[src/rtl/it_boot_loader_pkg.sv]
// it_boot_loader_pkg: shared configuration for the IT RAM boot loader.
//   XLEN          address/data width
//   BOOT_IT_ADDR  IT RAM base address (boot fetch address)
//   IT_RAM_DEPTH  IT RAM capacity in 32-bit words
//   store_size_e  write_size encodings (NO_STORE / STORE_WORD used here)
package it_boot_loader_pkg;

  localparam int unsigned     XLEN         = 32;
  localparam logic [XLEN-1:0] BOOT_IT_ADDR = 32'h0000_0000;
  localparam int unsigned     IT_RAM_DEPTH = 1024;

  typedef enum logic [1:0] {
    NO_STORE   = 2'b00,
    STORE_BYTE = 2'b01,
    STORE_HALF = 2'b10,
    STORE_WORD = 2'b11
  } store_size_e;

  // Word index must also hold the value MEM_DEPTH itself (the word count).
  function automatic int unsigned idx_width(input int unsigned depth);
    return $clog2(depth) + 1;
  endfunction

endpackage

[src/rtl/it_byte_assembler.sv]
// it_byte_assembler: 4-byte little-endian word assembler.
//   clk, rst   clock, asynchronous active-low reset
//   clear      drop any partial word and restart at byte 0
//   shift      a byte is accepted this cycle
//   byte_in    the accepted byte
//   word       assembled word including byte_in (meaningful with word_valid)
//   word_valid this shift completes a word (counter wraps 3->0)
module it_byte_assembler (
  input  logic        clk,
  input  logic        rst,
  input  logic        clear,
  input  logic        shift,
  input  logic [7:0]  byte_in,
  output logic [31:0] word,
  output logic        word_valid
);

  logic [23:0] shreg;
  logic [1:0]  cnt;

  // The current byte is folded in combinationally so the consumer sees the
  // complete word on the same edge that accepts the fourth byte.
  assign word       = {byte_in, shreg};
  assign word_valid = shift && (cnt == 2'd3);

  always_ff @(posedge clk or negedge rst) begin
    if (!rst) begin
      shreg <= '0;
      cnt   <= '0;
    end else if (clear) begin
      shreg <= '0;
      cnt   <= '0;
    end else if (shift) begin
      shreg <= word[31:8];
      cnt   <= cnt + 2'd1;
    end
  end

endmodule

[src/rtl/it_boot_loader.sv]
// it_boot_loader: fills IT RAM from a byte stream, then releases the core.
// Frame: 4-byte LE word count N, then N LE words; optional 4-byte LE
// checksum (sum of data words) when IT_BOOT_CKSUM_EN is defined.
//   clk, rst            clock, asynchronous active-low reset
//   in_valid/in_data    byte stream; in_ready accepts (LEN/DATA/CKSUM only)
//   boot_start          re-arms from DONE or ERROR
//   write_flag/addr/data/size  IT RAM write port, one strobe per word
//   cpu_hold            core stall, low only in DONE
//   boot_done/boot_err  load complete / sticky error
module it_boot_loader #(
  parameter int unsigned     XLEN      = it_boot_loader_pkg::XLEN,
  parameter logic [XLEN-1:0] MEM_BASE  = it_boot_loader_pkg::BOOT_IT_ADDR,
  parameter int unsigned     MEM_DEPTH = it_boot_loader_pkg::IT_RAM_DEPTH
) (
  input  logic            clk,
  input  logic            rst,
  input  logic            in_valid,
  input  logic [7:0]      in_data,
  output logic            in_ready,
  input  logic            boot_start,
  output logic            write_flag,
  output logic [XLEN-1:0] write_addr,
  output logic [31:0]     write_data,
  output logic [1:0]      write_size,
  output logic            cpu_hold,
  output logic            boot_done,
  output logic            boot_err
);

  import it_boot_loader_pkg::*;

  localparam int unsigned IDX_W = idx_width(MEM_DEPTH);

  typedef enum logic [2:0] {
    ST_LEN,
    ST_DATA,
    ST_WRITE,
    ST_DONE,
    ST_ERROR
`ifdef IT_BOOT_CKSUM_EN
    , ST_CKSUM
`endif
  } state_e;

  state_e           state;
  logic [IDX_W-1:0] word_idx;
  logic [IDX_W-1:0] n_words;
  logic [IDX_W-1:0] idx_next;
  logic [31:0]      asm_word;
  logic             asm_valid;
  logic             accept;
  logic             rearm;
`ifdef IT_BOOT_CKSUM_EN
  logic [31:0]      sum;
`endif

  assign accept   = in_valid && in_ready;
  assign rearm    = boot_start && ((state == ST_DONE) || (state == ST_ERROR));
  assign idx_next = word_idx + IDX_W'(1);

  it_byte_assembler u_asm (
    .clk        (clk),
    .rst        (rst),
    .clear      (rearm),
    .shift      (accept),
    .byte_in    (in_data),
    .word       (asm_word),
    .word_valid (asm_valid)
  );

  always_ff @(posedge clk or negedge rst) begin
    if (!rst) begin
      state      <= ST_LEN;
      word_idx   <= '0;
      n_words    <= '0;
      in_ready   <= 1'b1;
      write_flag <= 1'b0;
      write_addr <= MEM_BASE;
      write_data <= '0;
      write_size <= NO_STORE;
      cpu_hold   <= 1'b1;
      boot_done  <= 1'b0;
      boot_err   <= 1'b0;
`ifdef IT_BOOT_CKSUM_EN
      sum        <= '0;
`endif
    end else begin
      case (state)
        ST_LEN: begin
          if (asm_valid) begin
            if (asm_word == '0) begin
`ifdef IT_BOOT_CKSUM_EN
              state     <= ST_CKSUM;
`else
              state     <= ST_DONE;
              in_ready  <= 1'b0;
              cpu_hold  <= 1'b0;
              boot_done <= 1'b1;
`endif
            end else if (asm_word > 32'(MEM_DEPTH)) begin
              state    <= ST_ERROR;
              in_ready <= 1'b0;
              boot_err <= 1'b1;
            end else begin
              // Range already checked, so the truncation is lossless.
              n_words <= asm_word[IDX_W-1:0];
              state   <= ST_DATA;
            end
          end
        end

        ST_DATA: begin
          if (asm_valid) begin
            state      <= ST_WRITE;
            in_ready   <= 1'b0;
            write_flag <= 1'b1;
            write_size <= STORE_WORD;
            write_addr <= MEM_BASE + XLEN'({word_idx, 2'b00});
            write_data <= asm_word;
`ifdef IT_BOOT_CKSUM_EN
            sum        <= sum + asm_word;
`endif
          end
        end

        ST_WRITE: begin
          write_flag <= 1'b0;
          write_size <= NO_STORE;
          word_idx   <= idx_next;
          if (idx_next == n_words) begin
`ifdef IT_BOOT_CKSUM_EN
            state     <= ST_CKSUM;
            in_ready  <= 1'b1;
`else
            state     <= ST_DONE;
            cpu_hold  <= 1'b0;
            boot_done <= 1'b1;
`endif
          end else begin
            state    <= ST_DATA;
            in_ready <= 1'b1;
          end
        end

`ifdef IT_BOOT_CKSUM_EN
        ST_CKSUM: begin
          if (asm_valid) begin
            in_ready <= 1'b0;
            if (asm_word == sum) begin
              state     <= ST_DONE;
              cpu_hold  <= 1'b0;
              boot_done <= 1'b1;
            end else begin
              state    <= ST_ERROR;
              boot_err <= 1'b1;
            end
          end
        end
`endif

        ST_DONE, ST_ERROR: begin
          if (boot_start) begin
            state     <= ST_LEN;
            word_idx  <= '0;
            n_words   <= '0;
            in_ready  <= 1'b1;
            cpu_hold  <= 1'b1;
            boot_done <= 1'b0;
            boot_err  <= 1'b0;
`ifdef IT_BOOT_CKSUM_EN
            sum       <= '0;
`endif
          end
        end

        default: state <= ST_LEN;
      endcase
    end
  end

endmodule

[config.mk]
export PLATFORM = sky130hd
export DESIGN_NAME = it_boot_loader
export DESIGN_NICKNAME = d
export VERILOG_FILES = /design/src/rtl/it_boot_loader_pkg.sv /design/src/rtl/it_byte_assembler.sv /design/src/rtl/it_boot_loader.sv
export SDC_FILE = /design/constraint.sdc
export NUM_CORES = 1
export LEC_CHECK = 0
export CAP_MARGIN = 20
export CORE_MARGIN = 2
export CORE_UTILIZATION = 37
export DETAILED_ROUTE_END_ITERATION = 6
export PLACE_DENSITY = 0.64
export SYNTH_ARGS = -nofsm -noshare
export SYNTH_HDL_FRONTEND = slang
export SYNTH_SLANG_ARGS = --single-unit
[constraint.sdc]
create_clock -name clk -period 3.2 [get_ports clk]
set_input_delay 0.96 -clock clk [delete_from_list [all_inputs] [get_ports clk]]
set_output_delay 0.96 -clock clk [all_outputs]
set_load 0.005 [all_outputs]
==> results.toml <==
[synth]
synth.distinct_cells = 51
yosys_warnings = 0
ys_seq_area_frac = 0.532
async_flop_share = 1.00
synth-edff-count = 0
ys.flop_type = "dfrtp_1"
syn_area_um2 = 4660
synth_seq_cells = 99
avgSynthCellArea_um2 = 10.1
synthCells = 461

[clocking]
clk_pin_slew_ns = 0.07
cts.sinks = 99
cts_tree = "done"
h-tree-depth = 3
cts_setup_buffers = 0
cts_buffers = 9
cts.path.max_buffers = 2
cts-root-buf = "clkbuf_16"
cts_hold_buf = 0
ctsResizeCount = 0
worstSkewPairLatency_ns = 0.35

[worst_hold_path]
worstHoldPathType = "reg2reg"
holdPathStages = 1
whs_endpoint = "write_addr[6]$_DFFE_PN0P_"
worstHoldStart = "write_addr[6]$_DFFE_PN0P_"

[floorplanning]
dieHeight_um = 116
io_pins = 83
die-area_um2 = 13500
start_util = 0.374
die-width_um = 116
rows = 41
fp.coreArea_um2 = 12500

[worst_setup_path]
reg2regPathDepth = 8
path_class = "reg2reg"
critPathBufInv = 0
rrSetupSlack_ns = 0.27
crit_cells = 8
crit_slowest_cell = "or4_4"
crit_family = "simple AND/OR/NAND/NOR gates"
cp_max_fo = 9
crit_path_max_incr_delay_ns = 0.57
start_kind = "register"
crit_arrival_ns = 3.16
reg2reg_from = "word_idx[1]$_DFFE_PN0P_"
crit_required_ns = 3.43
endpoint_kind = "register"
r2r-end = "boot_done$_DFFE_PN0P_"
worstPathCellList = "ha_1 -> nand3_2 -> or2_4 -> o311ai_2 -> a31oi_1 -> or4_4 -> a221o_2 -> mux2_4"

[outcome]
outcome = "finished, final reports clean"

[sta]
clock_skew_ns = 0.00976
min_period_ns = 2.93
tightest_slew_ns = 0.844
grt_setup_unrepaired = "no"
timing.fmax_ghz = 0.341
hold_violations = 0
slew-limit-headroom = 0.436
setup_viol = 0
finalMaxSlewViolations = 0
fin_crit_sh = 0.916
setup_slack_ns = 0.268

[global_routing]
antenna_found_initial = 0
grt_first_pass_wirelength_um = 16800
globalRouteOverflowTotal = 0
grt_max_degree = 56
track_usage = 0.158
first_global_vias = 3407

[routing]
finalWirelength_um = 10100
firstDrtPassIters = 4
ant_nets = 0
drt-wirelength-per-cell_um = 14.5
vias = 3452
drc = 0
drt-vias-per-instance = 4.99
drt_iter0_markers = 164

[power_and_ir_drop]
power_frac_seq = 0.477
power_frac_clock = 0.278
sw_frac_of_total = 0.310
max-vdd-ir-drop_uv = 369
leakage_nw = 2.56
power_density_nw_per_um2 = 748
combPwrFrac = 0.245
p_switching_w = 0.00133
p_int_w = 0.00296

[place]
post-place-ws_ns = -0.0297
port_buffers = 61
place_congestion = 0.860
place_hpwl_um = 6880

[final_layout]
final_common_cell = "nand2_1"
insertedDiodeCount = 0
layout.nets = 529
drive_above_1_share = 0.160
final_cell_mix = "nand2_1, dfrtp_1, clkdlybuf4s50_1"
post-route-util = 0.460
syn_to_final_growth_pct = 23.1

[flow_run]
max_cap_violations = 0
[flip-flops by register name, indices dropped and copies added, names as in the netlist, 2 cells and up]
register and cells:
write_data 32, word_idx 11, write_addr 11, state 3, u_asm.shreg 24, n_words 11, u_asm.cnt 2
[synthesized netlist by cell type, drive strengths merged (2+ instances only)]
cell type  instances  area [µm²]
inv                3        11.3
a21o               3        22.5
a21oi             32         160
nand4              3        25.0
nor3               7        35.0
buf               27         194
o21ai             31         155
mux2              44         499
o31ai              6        45.0
ha                 2        25.0
xnor2              8        70.1
or2                2        15.0
or3                3        18.8
nand3              5        30.0
and3               4        25.0
nor4               8        50.1
nand2b             2        12.5
dfrtp             97        2430
nor2b              5        31.3
nand2             99         372
dfstp              2        52.6
nor2              21        78.8
o311ai             2        25.0
clkbuf            22        83.8
or4                2        18.8
a31oi              2        12.5
xor2               5        43.8
[layer usage]
metal / global-route usage / share of wire
met3: 0.0519 / 0.052
met1: 0.199 / 0.45
met4: 0.0444 / 0.0063
met5: 0 / 0
met2: 0.261 / 0.50
[cell type report]
| class | count | area (µm²) |
|---|---|---|
| fillers | 1191 | 6730 |
| flip-flops and latches | 99 | 2480 |
| multi-input cells | 330 | 1970 |
| repair buffers | 72 | 728 |
| clock buffers | 9 | 225 |
| well taps | 172 | 215 |
| clock inverters | 7 | 105 |
| inverters | 3 | 11.3 |
[metrics by stage]
stage	instances	instance area, µm²	hold slack, ns	setup TNS (ns)	power, W
global route	692	5740	0.519	0	0.00458
floorplan	481	4740	0.475	0	0.00260
detailed placement	676	5410	0.493	-0.0297	0.00313
CTS	692	5740	0.508	0	0.00434
global placement	676	5410	0.486	0	0.00308
finish	692	5740	0.504	0	0.00429
[cells by family after synthesis]
logic type                 after synthesis  share of synthesized area
and+or+nand+nor                        166                      0.162
xor gates and xnor gates                13                     0.0244
muxes                                   45                      0.109
AOI/OAI and AO/OA                       83                      0.104
other                                    1                   0.000804
adders and majority gates                2                    0.00537
buffers and inverters                   52                     0.0620
DFF                                     99                      0.532
[power groups by stage]
| stage | combinational, W | clock, W | sequential (W) |
|---|---|---|---|
| 3_5_place_dp | 0.00105 | 0 | 0.00208 |
| 5_1_grt | 0.00119 | 0.00128 | 0.00212 |
| 6_report | 0.00105 | 0.00119 | 0.00205 |
| 2_1_floorplan | 0.000691 | 0 | 0.00191 |
| 4_1_cts | 0.00106 | 0.00122 | 0.00206 |
| 3_3_place_gp | 0.00103 | 0 | 0.00206 |
[worst max path at each step]
stage / startpoint / to / slack (ns)
global route: word_idx[1]$_DFFE_PN0P_ / boot_done$_DFFE_PN0P_ / 0.08
detailed placement: in_data[2] / boot_done$_DFFE_PN0P_ / -0.03
global placement: in_data[2] / boot_done$_DFFE_PN0P_ / 0.03
CTS: word_idx[1]$_DFFE_PN0P_ / boot_done$_DFFE_PN0P_ / 0.26
floorplan: in_data[2] / boot_done$_DFFE_PN0P_ / 0.51
finish: word_idx[1]$_DFFE_PN0P_ / boot_done$_DFFE_PN0P_ / 0.27
(Power assumes the default switching activity.)
